===== src/rtl/wb_pkg.sv =====
// Shared types for the Wishbone load/store master: access size,
// master FSM states and byte-lane select constants.
package wb_pkg;

    typedef enum logic [1:0] {
        SZ_BYTE = 2'b00,
        SZ_HALF = 2'b01,
        SZ_WORD = 2'b10
    } size_t;

    typedef enum logic [1:0] {
        IDLE = 2'b00,
        BUS  = 2'b01,
        RESP = 2'b10,
        ERR  = 2'b11
    } state_t;

    localparam logic [3:0] SEL_BYTE0   = 4'b0001;
    localparam logic [3:0] SEL_HALF_LO = 4'b0011;
    localparam logic [3:0] SEL_HALF_HI = 4'b1100;
    localparam logic [3:0] SEL_WORD    = 4'b1111;

endpackage


===== src/rtl/wishbone_if.sv =====
// Wishbone bus bundle: master drives cycle/strobe/write_enable/select/
// address/data_in; slave returns ack and data_out.
interface wishbone_if #(
    parameter int ADDR_WIDTH = 32
);
    logic                  cycle;
    logic                  strobe;
    logic                  write_enable;
    logic [3:0]            select;
    logic [ADDR_WIDTH-1:0] address;
    logic [31:0]           data_in;
    logic                  ack;
    logic [31:0]           data_out;

    modport master (
        output cycle, strobe, write_enable, select, address, data_in,
        input  ack, data_out
    );

    modport slave (
        input  cycle, strobe, write_enable, select, address, data_in,
        output ack, data_out
    );
endinterface


===== src/rtl/wb_lane_align.sv =====
// Byte-lane steering: size/addr_lo/wdata -> select, replicated data_in,
// misaligned; size/addr_lo/is_unsigned/bus_rdata -> extended rdata.
module wb_lane_align
    import wb_pkg::*;
(
    input  logic [1:0]  size,
    input  logic [1:0]  addr_lo,
    input  logic [31:0] wdata,
    input  logic        is_unsigned,
    input  logic [31:0] bus_rdata,
    output logic [3:0]  select,
    output logic [31:0] data_in,
    output logic        misaligned,
    output logic [31:0] rdata
);
    logic [7:0]  lane_b;
    logic [15:0] lane_h;

    assign lane_b = bus_rdata[{addr_lo, 3'b000} +: 8];
    assign lane_h = addr_lo[1] ? bus_rdata[31:16] : bus_rdata[15:0];

    always_comb begin
        select     = 4'b0000;
        data_in    = wdata;
        misaligned = 1'b0;
        rdata      = bus_rdata;
        case (size)
            SZ_BYTE: begin
                select  = SEL_BYTE0 << addr_lo;
                data_in = {4{wdata[7:0]}};
                rdata   = {{24{~is_unsigned & lane_b[7]}}, lane_b};
            end
            SZ_HALF: begin
                select     = addr_lo[1] ? SEL_HALF_HI : SEL_HALF_LO;
                data_in    = {2{wdata[15:0]}};
                misaligned = addr_lo[0];
                rdata      = {{16{~is_unsigned & lane_h[15]}}, lane_h};
            end
            SZ_WORD: begin
                select     = SEL_WORD;
                misaligned = |addr_lo;
            end
            default: misaligned = 1'b1;
        endcase
    end
endmodule


===== src/rtl/wb_master_lsu.sv =====
// Wishbone master for CPU loads/stores: one request -> one bus cycle.
// Ports: clk, reset_n, req_* in, resp_* out, wishbone (master modport).
// Optional ack timeout enabled by defining WB_MASTER_TIMEOUT_EN.
module wb_master_lsu
    import wb_pkg::*;
#(
    parameter int ADDR_WIDTH     = 32,
    parameter int TIMEOUT_CYCLES = 256
) (
    input  logic                  clk,
    input  logic                  reset_n,
    input  logic                  req_valid,
    output logic                  req_ready,
    input  logic                  req_write,
    input  logic [1:0]            req_size,
    input  logic                  req_unsigned,
    input  logic [ADDR_WIDTH-1:0] req_addr,
    input  logic [31:0]           req_wdata,
    output logic                  resp_valid,
    output logic [31:0]           resp_rdata,
    output logic                  resp_error,
    wishbone_if.master            wishbone
);
    state_t      state;
    logic        lat_write;
    logic [1:0]  lat_size;
    logic [1:0]  lat_addr_lo;
    logic        lat_unsigned;
    logic [1:0]  al_size;
    logic [1:0]  al_addr_lo;
    logic [3:0]  al_select;
    logic [31:0] al_data_in;
    logic        al_misaligned;
    logic [31:0] al_rdata;

    // Live request drives the aligner while idle; latched fields afterwards
    assign al_size    = (state == IDLE) ? req_size : lat_size;
    assign al_addr_lo = (state == IDLE) ? req_addr[1:0] : lat_addr_lo;
    assign req_ready  = (state == IDLE);

    wb_lane_align u_align (
        .size        (al_size),
        .addr_lo     (al_addr_lo),
        .wdata       (req_wdata),
        .is_unsigned (lat_unsigned),
        .bus_rdata   (wishbone.data_out),
        .select      (al_select),
        .data_in     (al_data_in),
        .misaligned  (al_misaligned),
        .rdata       (al_rdata)
    );

`ifdef WB_MASTER_TIMEOUT_EN
    localparam int CNT_W = $clog2(TIMEOUT_CYCLES + 1);
    logic [CNT_W-1:0] wait_cnt;
    logic             timeout_hit;
    assign timeout_hit = (wait_cnt == CNT_W'(TIMEOUT_CYCLES - 1));
`else
    // Timeout limit has no effect when the counter is not built
    logic unused_timeout_cfg;
    assign unused_timeout_cfg = |TIMEOUT_CYCLES;
`endif

    always_ff @(posedge clk or negedge reset_n) begin
        if (!reset_n) begin
            state                 <= IDLE;
            lat_write             <= 1'b0;
            lat_size              <= 2'b00;
            lat_addr_lo           <= 2'b00;
            lat_unsigned          <= 1'b0;
            resp_valid            <= 1'b0;
            resp_error            <= 1'b0;
            resp_rdata            <= '0;
            wishbone.cycle        <= 1'b0;
            wishbone.strobe       <= 1'b0;
            wishbone.write_enable <= 1'b0;
            wishbone.select       <= '0;
            wishbone.address      <= '0;
            wishbone.data_in      <= '0;
`ifdef WB_MASTER_TIMEOUT_EN
            wait_cnt              <= '0;
`endif
        end else begin
            resp_valid <= 1'b0;
            resp_error <= 1'b0;
            unique case (state)
                IDLE: if (req_valid) begin
                    lat_write    <= req_write;
                    lat_size     <= req_size;
                    lat_addr_lo  <= req_addr[1:0];
                    lat_unsigned <= req_unsigned;
                    resp_rdata   <= '0;
                    if (al_misaligned) begin
                        state      <= ERR;
                        resp_valid <= 1'b1;
                        resp_error <= 1'b1;
                    end else begin
                        state                 <= BUS;
                        wishbone.cycle        <= 1'b1;
                        wishbone.strobe       <= 1'b1;
                        wishbone.write_enable <= req_write;
                        wishbone.select       <= al_select;
                        wishbone.address      <=
                            {req_addr[ADDR_WIDTH-1:2], 2'b00};
                        wishbone.data_in      <= al_data_in;
`ifdef WB_MASTER_TIMEOUT_EN
                        wait_cnt              <= '0;
`endif
                    end
                end
                BUS: begin
                    if (wishbone.ack) begin
                        state                 <= RESP;
                        resp_valid            <= 1'b1;
                        wishbone.cycle        <= 1'b0;
                        wishbone.strobe       <= 1'b0;
                        wishbone.write_enable <= 1'b0;
                        if (!lat_write) resp_rdata <= al_rdata;
                    end
`ifdef WB_MASTER_TIMEOUT_EN
                    else if (timeout_hit) begin
                        state                 <= ERR;
                        resp_valid            <= 1'b1;
                        resp_error            <= 1'b1;
                        wishbone.cycle        <= 1'b0;
                        wishbone.strobe       <= 1'b0;
                        wishbone.write_enable <= 1'b0;
                    end else begin
                        wait_cnt <= wait_cnt + 1'b1;
                    end
`endif
                end
                RESP:    state <= IDLE;
                ERR:     state <= IDLE;
                default: state <= IDLE;
            endcase
        end
    end
endmodule


===== src/flat_wrapper.sv =====
// flat-port wrapper written by rule: the top's interface ports become plain ports
module wb_master_lsu_flat import wb_pkg::*;
#(
    parameter int ADDR_WIDTH     = 32,
    parameter int TIMEOUT_CYCLES = 256
)
  (clk, reset_n, req_valid, req_ready, req_write, req_size, req_unsigned, req_addr, req_wdata, resp_valid, resp_rdata, resp_error, wishbone_cycle, wishbone_strobe, wishbone_write_enable, wishbone_select, wishbone_address, wishbone_data_in, wishbone_ack, wishbone_data_out);
  wishbone_if #(.ADDR_WIDTH(ADDR_WIDTH)) wishbone_i ();
  input  logic clk;
  input  logic reset_n;
  input  logic req_valid;
  output logic req_ready;
  input  logic req_write;
  input  logic [1:0] req_size;
  input  logic req_unsigned;
  input  logic [ADDR_WIDTH-1:0] req_addr;
  input  logic [31:0] req_wdata;
  output logic resp_valid;
  output logic [31:0] resp_rdata;
  output logic resp_error;
  output wire logic [$bits(wishbone_i.cycle)-1:0] wishbone_cycle;
  output wire logic [$bits(wishbone_i.strobe)-1:0] wishbone_strobe;
  output wire logic [$bits(wishbone_i.write_enable)-1:0] wishbone_write_enable;
  output wire logic [$bits(wishbone_i.select)-1:0] wishbone_select;
  output wire logic [$bits(wishbone_i.address)-1:0] wishbone_address;
  output wire logic [$bits(wishbone_i.data_in)-1:0] wishbone_data_in;
  input wire logic [$bits(wishbone_i.ack)-1:0] wishbone_ack;
  input wire logic [$bits(wishbone_i.data_out)-1:0] wishbone_data_out;
  assign wishbone_cycle = wishbone_i.cycle;
  assign wishbone_strobe = wishbone_i.strobe;
  assign wishbone_write_enable = wishbone_i.write_enable;
  assign wishbone_select = wishbone_i.select;
  assign wishbone_address = wishbone_i.address;
  assign wishbone_data_in = wishbone_i.data_in;
  assign wishbone_i.ack = wishbone_ack;
  assign wishbone_i.data_out = wishbone_data_out;
  wb_master_lsu #(.ADDR_WIDTH(ADDR_WIDTH), .TIMEOUT_CYCLES(TIMEOUT_CYCLES)) u_core (.clk(clk), .reset_n(reset_n), .req_valid(req_valid), .req_ready(req_ready), .req_write(req_write), .req_size(req_size), .req_unsigned(req_unsigned), .req_addr(req_addr), .req_wdata(req_wdata), .resp_valid(resp_valid), .resp_rdata(resp_rdata), .resp_error(resp_error), .wishbone(wishbone_i));
endmodule

===== config.mk =====
export PLATFORM = sky130hd
export DESIGN_NAME = wb_master_lsu_flat
export DESIGN_NICKNAME = d
export VERILOG_FILES = /design/src/rtl/wb_pkg.sv /design/src/rtl/wishbone_if.sv /design/src/rtl/wb_lane_align.sv /design/src/rtl/wb_master_lsu.sv /design/src/flat_wrapper.sv
export SDC_FILE = /design/constraint.sdc
export NUM_CORES = 1
export LEC_CHECK = 0
export CAP_MARGIN = 20
export CORE_AREA = 3 3 117 108
export DETAILED_ROUTE_END_ITERATION = 16
export DIE_AREA = 0 0 120 111
export PLACE_DENSITY = 0.91
export SYNTH_ARGS = -nofsm -noshare
export SYNTH_HDL_FRONTEND = slang
export SYNTH_SLANG_ARGS = --single-unit

===== constraint.sdc =====
create_clock -name clk -period 6.7 [get_ports clk]
set_input_delay 1.34 -clock clk [delete_from_list [all_inputs] [get_ports clk]]
set_output_delay 1.34 -clock clk [all_outputs]
set_load 0.01 [all_outputs]

== After elaboration in Yosys (flattened, before gate mapping) ==
Cells that the tools add are included.
Widths: inputs -> output; s select.
Cells by class
  equal/unequal tests: 9
  mux-type cells: 28
  reductions and logical operators: 10
  shift-type cells: 2
  bitwise gates (word level): 4
Operators by type and width (count)
  $pmux 32 s2: 3
  $mux 32: 3
  $shiftx 32x6->8: 1
  $mux 16: 1
  $pmux 4 s3: 1
  $mux 2: 5
  $mux 1: 9
  $ne 2x2->1 const B: 4
  $reduce_and 4->1: 2
  $eq 2x2->1 const B: 3
  $pmux 1 s2: 3
  $pmux 2 s3: 1
  $eq 2x1->1 const B: 2
  $logic_not 2->1: 2
  $mux 4: 1
  $reduce_and 2->1: 2
  $reduce_or 2->1: 2
  $shl 1x2->4 const A: 1
  $pmux 1 s3: 1
  $reduce_and 3->1: 1
  $and 1x1->1: 2
  $not 1->1: 2
  $reduce_bool 2->1: 1
Word-level totals
  input port bits: 104
  output and inout bits: 106
  flip-flop bits (word level): 110
  logic and storage cells: 66

== Longest topological paths before layout ==
  depth after elaboration: 8
  depth in mapped cells: 8
  depth with buffers taken out: 6

== Modules after synthesis ==
A second synthesis with hierarchy kept.
Second synthesis, totals
  cell total of the unflattened synthesis: 420
  area total of the unflattened synthesis: 5424.0 um2
Modules (own cells, without submodules)
  wb_master_lsu: area each 4279.1 um2, sequential area each 2752.6 um2, cells each 255, instances 1
  wb_lane_align: area each 1144.8 um2, sequential area each 0.0 um2, cells each 165, instances 1

== Least setup slack after synthesis ==
Ideal clock, no wire load.
  kind: input-to-reg
  from: input req_size[0]
  to: register u_core.wishbone.address[10]
  data required time: 6.575 ns
  slack: 3.764 ns
  setup time: 0.125 ns
  arrival time: 2.811 ns
  cell stages on the path: 7
  buffers on the path: 2
  cell sequence: or3b_1 -> and2_1 -> buf_2 -> o2bb2ai_4 -> nand2_4 -> buf_6 -> mux2_4
On the way
  word-level cells in the longest chain between the ends: 5
  elaborated cells between the ends (all ways): 7
  those cells by class: eq/ne: 2; mux: 2; bitwise: 1; reduce/logical: 2
Ends and longest elaborated chain
  start: declaration: RTL line flat_wrapper.sv:14  | input logic [1:0] req_size;
  $mux 2 *: RTL line wb_master_lsu.sv:37  | assign al_size = (state == IDLE) ? req_size : lat_size;
  $eq 2x2->1, or another cell as far along: RTL line wb_lane_align.sv:27  | case (size)
  $pmux 1 s3 *: RTL line wb_lane_align.sv:27
  $not 1->1 (no source line) *
  $reduce_and 3->1 (no source line) *
  end signal: assignment: RTL line wb_master_lsu.sv:103  | wishbone.address <=
  end: declaration: RTL line wishbone_if.sv:16  | output cycle, strobe, write_enable, select, address, data_in,
Every way passes the cells marked *; elsewhere a longest branch is shown, timed or not.
A chain may end at the register's enable or synchronous reset.

== Worst setup path in the final report ==
  from: input req_size[0]
  to: register u_core.wishbone.data_in[25]
On the way
  word-level cells in the longest chain between the ends: 5
  elaborated cells between the ends (all ways): 8
  those cells by class: eq/ne: 2; mux: 3; bitwise: 1; reduce/logical: 2
Ends and longest elaborated chain
  $mux 2 *: RTL line wb_master_lsu.sv:37
  $eq 2x2->1, or another cell as far along: RTL line wb_lane_align.sv:27
  $pmux 1 s3: RTL line wb_lane_align.sv:27
  $not 1->1 (no source line)
  $reduce_and 3->1 (no source line)
  end signal: assignment: RTL line wb_master_lsu.sv:105  | wishbone.data_in <= al_data_in;
  end: declaration: RTL line wishbone_if.sv:16
Marked as above.

==> impl_metrics.csv <==
group,metric,value,unit
status,run_status,"finished, final reports clean",
routing,ant_nets,0,
yosys,synthesis.instances,454,
routing,drtIter0Drc,512,
global_routing,grt_pass1_vias,5005,
timing,worst_pin_slew,1110,ps
power_and_ir_drop,irDropWorstVdd,0.000263,V
min_path,worst_hold_startpoint,"u_core.wishbone.select[2]$_DFFE_PN0P_",
global_routing,grt_start_max_net_pins,72,
place,placed_area,0.00755,mm²
layout,layout_common_cells,"206 x clkdlybuf4s50_1, 110 x dfrtp_1, 61 x nand2_1",
timing,fin_tns_setup,0,ps
power_and_ir_drop,power,3.82,mW
worst_setup_path,cp_max_fo,52,
routing,vias_per_cell,5.86,
die,ios,210,
global_routing,grt_overflow_total,0,
routing,wirelength,16.8,mm
timing,setup_viol,0,
die,die_area,0.0133,mm²
yosys,synth.largest_area_cell,"dfrtp_1",
routing,wire_per_inst,21.0,µm
yosys,yosys_warnings,0,
min_path,hold_end,"u_core.wishbone.select[2]$_DFFE_PN0P_",
power_and_ir_drop,p_per_area,485,mW/mm²
routing,routed.top_layer,"met4",
clock_tree,cts_post_setup_buffers_inserted,0,
clock_tree,holdBufCountCts,0,
clock_tree,clk_latency,350,ps
yosys,syn_area_per_cell,12.0,µm²
routing,wl_met2,8.36,mm
layout,drive_gt1_share,14.2,%
place,place_congestion,0.897,
worst_setup_path,critPathRequiredTime,6940,ps
worst_setup_path,r2r_start,"u_core.state[0]$_DFFE_PN0P_",
clock_tree,htree_num_levels,3,
global_routing,grt_pass1_wl,26.9,mm
clock_tree,cts_tree,"built",
layout,fillers,762,
routing,met1_length,6.25,mm
routing,drc_errors,0,
worst_setup_path,critical_path.startpoint_type,"input pin",
timing,fmax,251,MHz
timing,fin_crit,3980,ps
worst_setup_path,cp-startpoint,"req_size[0]",
global_routing,track_usage,25.6,%
min_path,min_path_cells,1,
yosys,yosysTopAreaCellShare,50.4,%
worst_setup_path,path_class,"input pin to flop",
routing,drtPass1Iterations,8,
yosys,synth-seq-area-share,50.4,%
die,start_util,47.8,%
routing,vias,4706,
place,portBuffers,207,
clock_tree,clk_pin_slew,70,ps
worst_setup_path,r2r_end,"u_core.wishbone.address[30]$_DFFE_PN0P_",
timing,hold_viol,0,
place,post-place-cells,786,
timing,final-max-slew-violation-count,0,
clock_tree,cts_root_buf,"clkbuf_16",
yosys,synth-seq-cells,110,
die,die_h,111,µm
worst_setup_path,critPathArrivalTime,4220,ps
yosys,ys_async_sr_fraction,100,%
worst_setup_path,crit_path_end_kind,"flop",
die,die_w,120,µm
layout,layout-area-overhead-vs-synth,43.9,%
timing,timing.final.crit_share,59.4,%
min_path,hp-class,"flop to flop",
die,core_area,0.0114,mm²
place,place_hpwl,12.2,mm
worst_setup_path,rrSetupSlack,3280,ps
clock_tree,cts_made_buffers,9,
clock_tree,cts_resized,0,
yosys,synthesis.area,0.00546,mm²
clock_tree,cts_buffer_depth,2,
yosys,synth.area.top_cells,"dfrtp_1 50%, mux2_4 14%, nand2_1 4.2%",
timing,skew,4.71,ps
timing,slew_headroom,23.7,%
layout,final_common_cell,"clkdlybuf4s50_1",
layout,nets,746,
yosys,ys.flop_type,"dfrtp_1",
yosys,yosysUniqueCellTypes,54,
layout,fin_cells,803,
clock_tree,clock_sinks,110,
routing,wl_met3,1.73,mm
layout,antennaDiodeCount,0,
yosys,synth_edf_count,0,
worst_setup_path,reg2reg_depth,5,
timing,rsz0062_at_grt,"false",
power_and_ir_drop,leakagePower,3.42,nW
die,std_cell_rows,37,
global_routing,antenna_found_initial,0,
flow_run,maxCapViolCount,0,
layout,design_area,0.00786,mm²
[cells in the mapped netlist, types with 2 or more instances]
cell type,n
a211oi_1,2
a21oi_1,15
a221o_1,16
a22oi_1,15
a31oi_1,6
a32o_1,3
a41oi_1,8
and2_1,3
buf_1,4
buf_2,7
buf_4,4
buf_6,6
clkbuf_1,13
dfrtp_1,110
inv_1,8
mux2_2,14
mux2_4,50
mux2i_1,13
nand2_1,61
nand2b_1,2
nand3_1,3
nor2_1,7
nor3b_1,2
nor4b_1,2
o2111ai_1,2
o211ai_1,14
o21a_1,9
o21ai_0,22
o221ai_1,7
or3b_2,2
[logic make-up (layout without fill, tap and decap cells)]
logic type      after synthesis  count (layout)  share of synthesized area [%]
flops                       110             110                           50.4
compound gates              130             130                           18.2
other cells                   1               2                         0.0686
xor+xnor                      1               1                          0.160
buf+inv                      42             234                           4.14
simple gates                 93              93                           8.04
mux                          77              77                           19.0
[registers in the layout, indices dropped and copies added (netlist names), 2 cells and up]
signal	flops
u_core.resp_rdata	32
u_core.wishbone.data_in	32
u_core.wishbone.address	30
u_core.wishbone.select	4
u_core.lat_addr_lo	2
u_core.lat_size	2
u_core.state	2
[worst max-delay path: stages]
cell and delay [ps]:
clkdlybuf4s50_1 520, or3b_1 400, and2_1 370, o2bb2ai_4 350, nand2_4 780, mux2_2 410
[worst max path at each step]
stage	depth (start not counted)	slack (ps)	endpoint
6_report	6	2720	u_core.wishbone.data_in[25]$_DFFE_PN0P_
3_5_place_dp	6	2360	u_core.wishbone.data_in[24]$_DFFE_PN0P_
5_1_grt	6	2610	u_core.wishbone.data_in[25]$_DFFE_PN0P_
2_1_floorplan	7	3760	u_core.wishbone.address[10]$_DFFE_PN0P_
4_1_cts	6	2730	u_core.wishbone.data_in[25]$_DFFE_PN0P_
3_3_place_gp	6	2450	u_core.wishbone.data_in[25]$_DFFE_PN0P_
[layout make-up]
type | instances | area [µm²] | share of cell area, %
clock buffers | 9 | 225 | 2.86
clock inverters | 7 | 80.1 | 1.02
inverters | 8 | 30.0 | 0.382
multi-input cells | 303 | 2490 | 31.6
flip-flops and latches | 110 | 2750 | 35.0
well taps | 156 | 195 | 2.48
repair buffers | 210 | 2090 | 26.6
[routing by layer]
layer / up-vias / global-route usage [%]
met1: 2312 / 29.7
met5: - / 0
met4: 0 / 10.0
met3: 43 / 8.72
li1: 2067 / -
met2: 284 / 43.4
[per-stage QoR]
stage / utilization (%) / hold WS (ps) / worst slack (ps)
after floorplan: - / 478 / 3760
after global placement: 66.0 / 464 / 2450
after detailed placement: 66.0 / 481 / 2360
after CTS: 68.7 / 498 / 2730
after global routing: 68.8 / 525 / 2610
final: 68.8 / 506 / 2720
[report_power, final]
group	total (mW)	switching (mW)	leakage, nW	internal [mW]
Combinational	2.06	0.936	1.91	1.13
Clock	0.554	0.259	0.143	0.295
Sequential	1.20	0.226	1.36	0.971
Total	3.82	1.42	3.42	2.39
(Power assumes the default switching activity.)
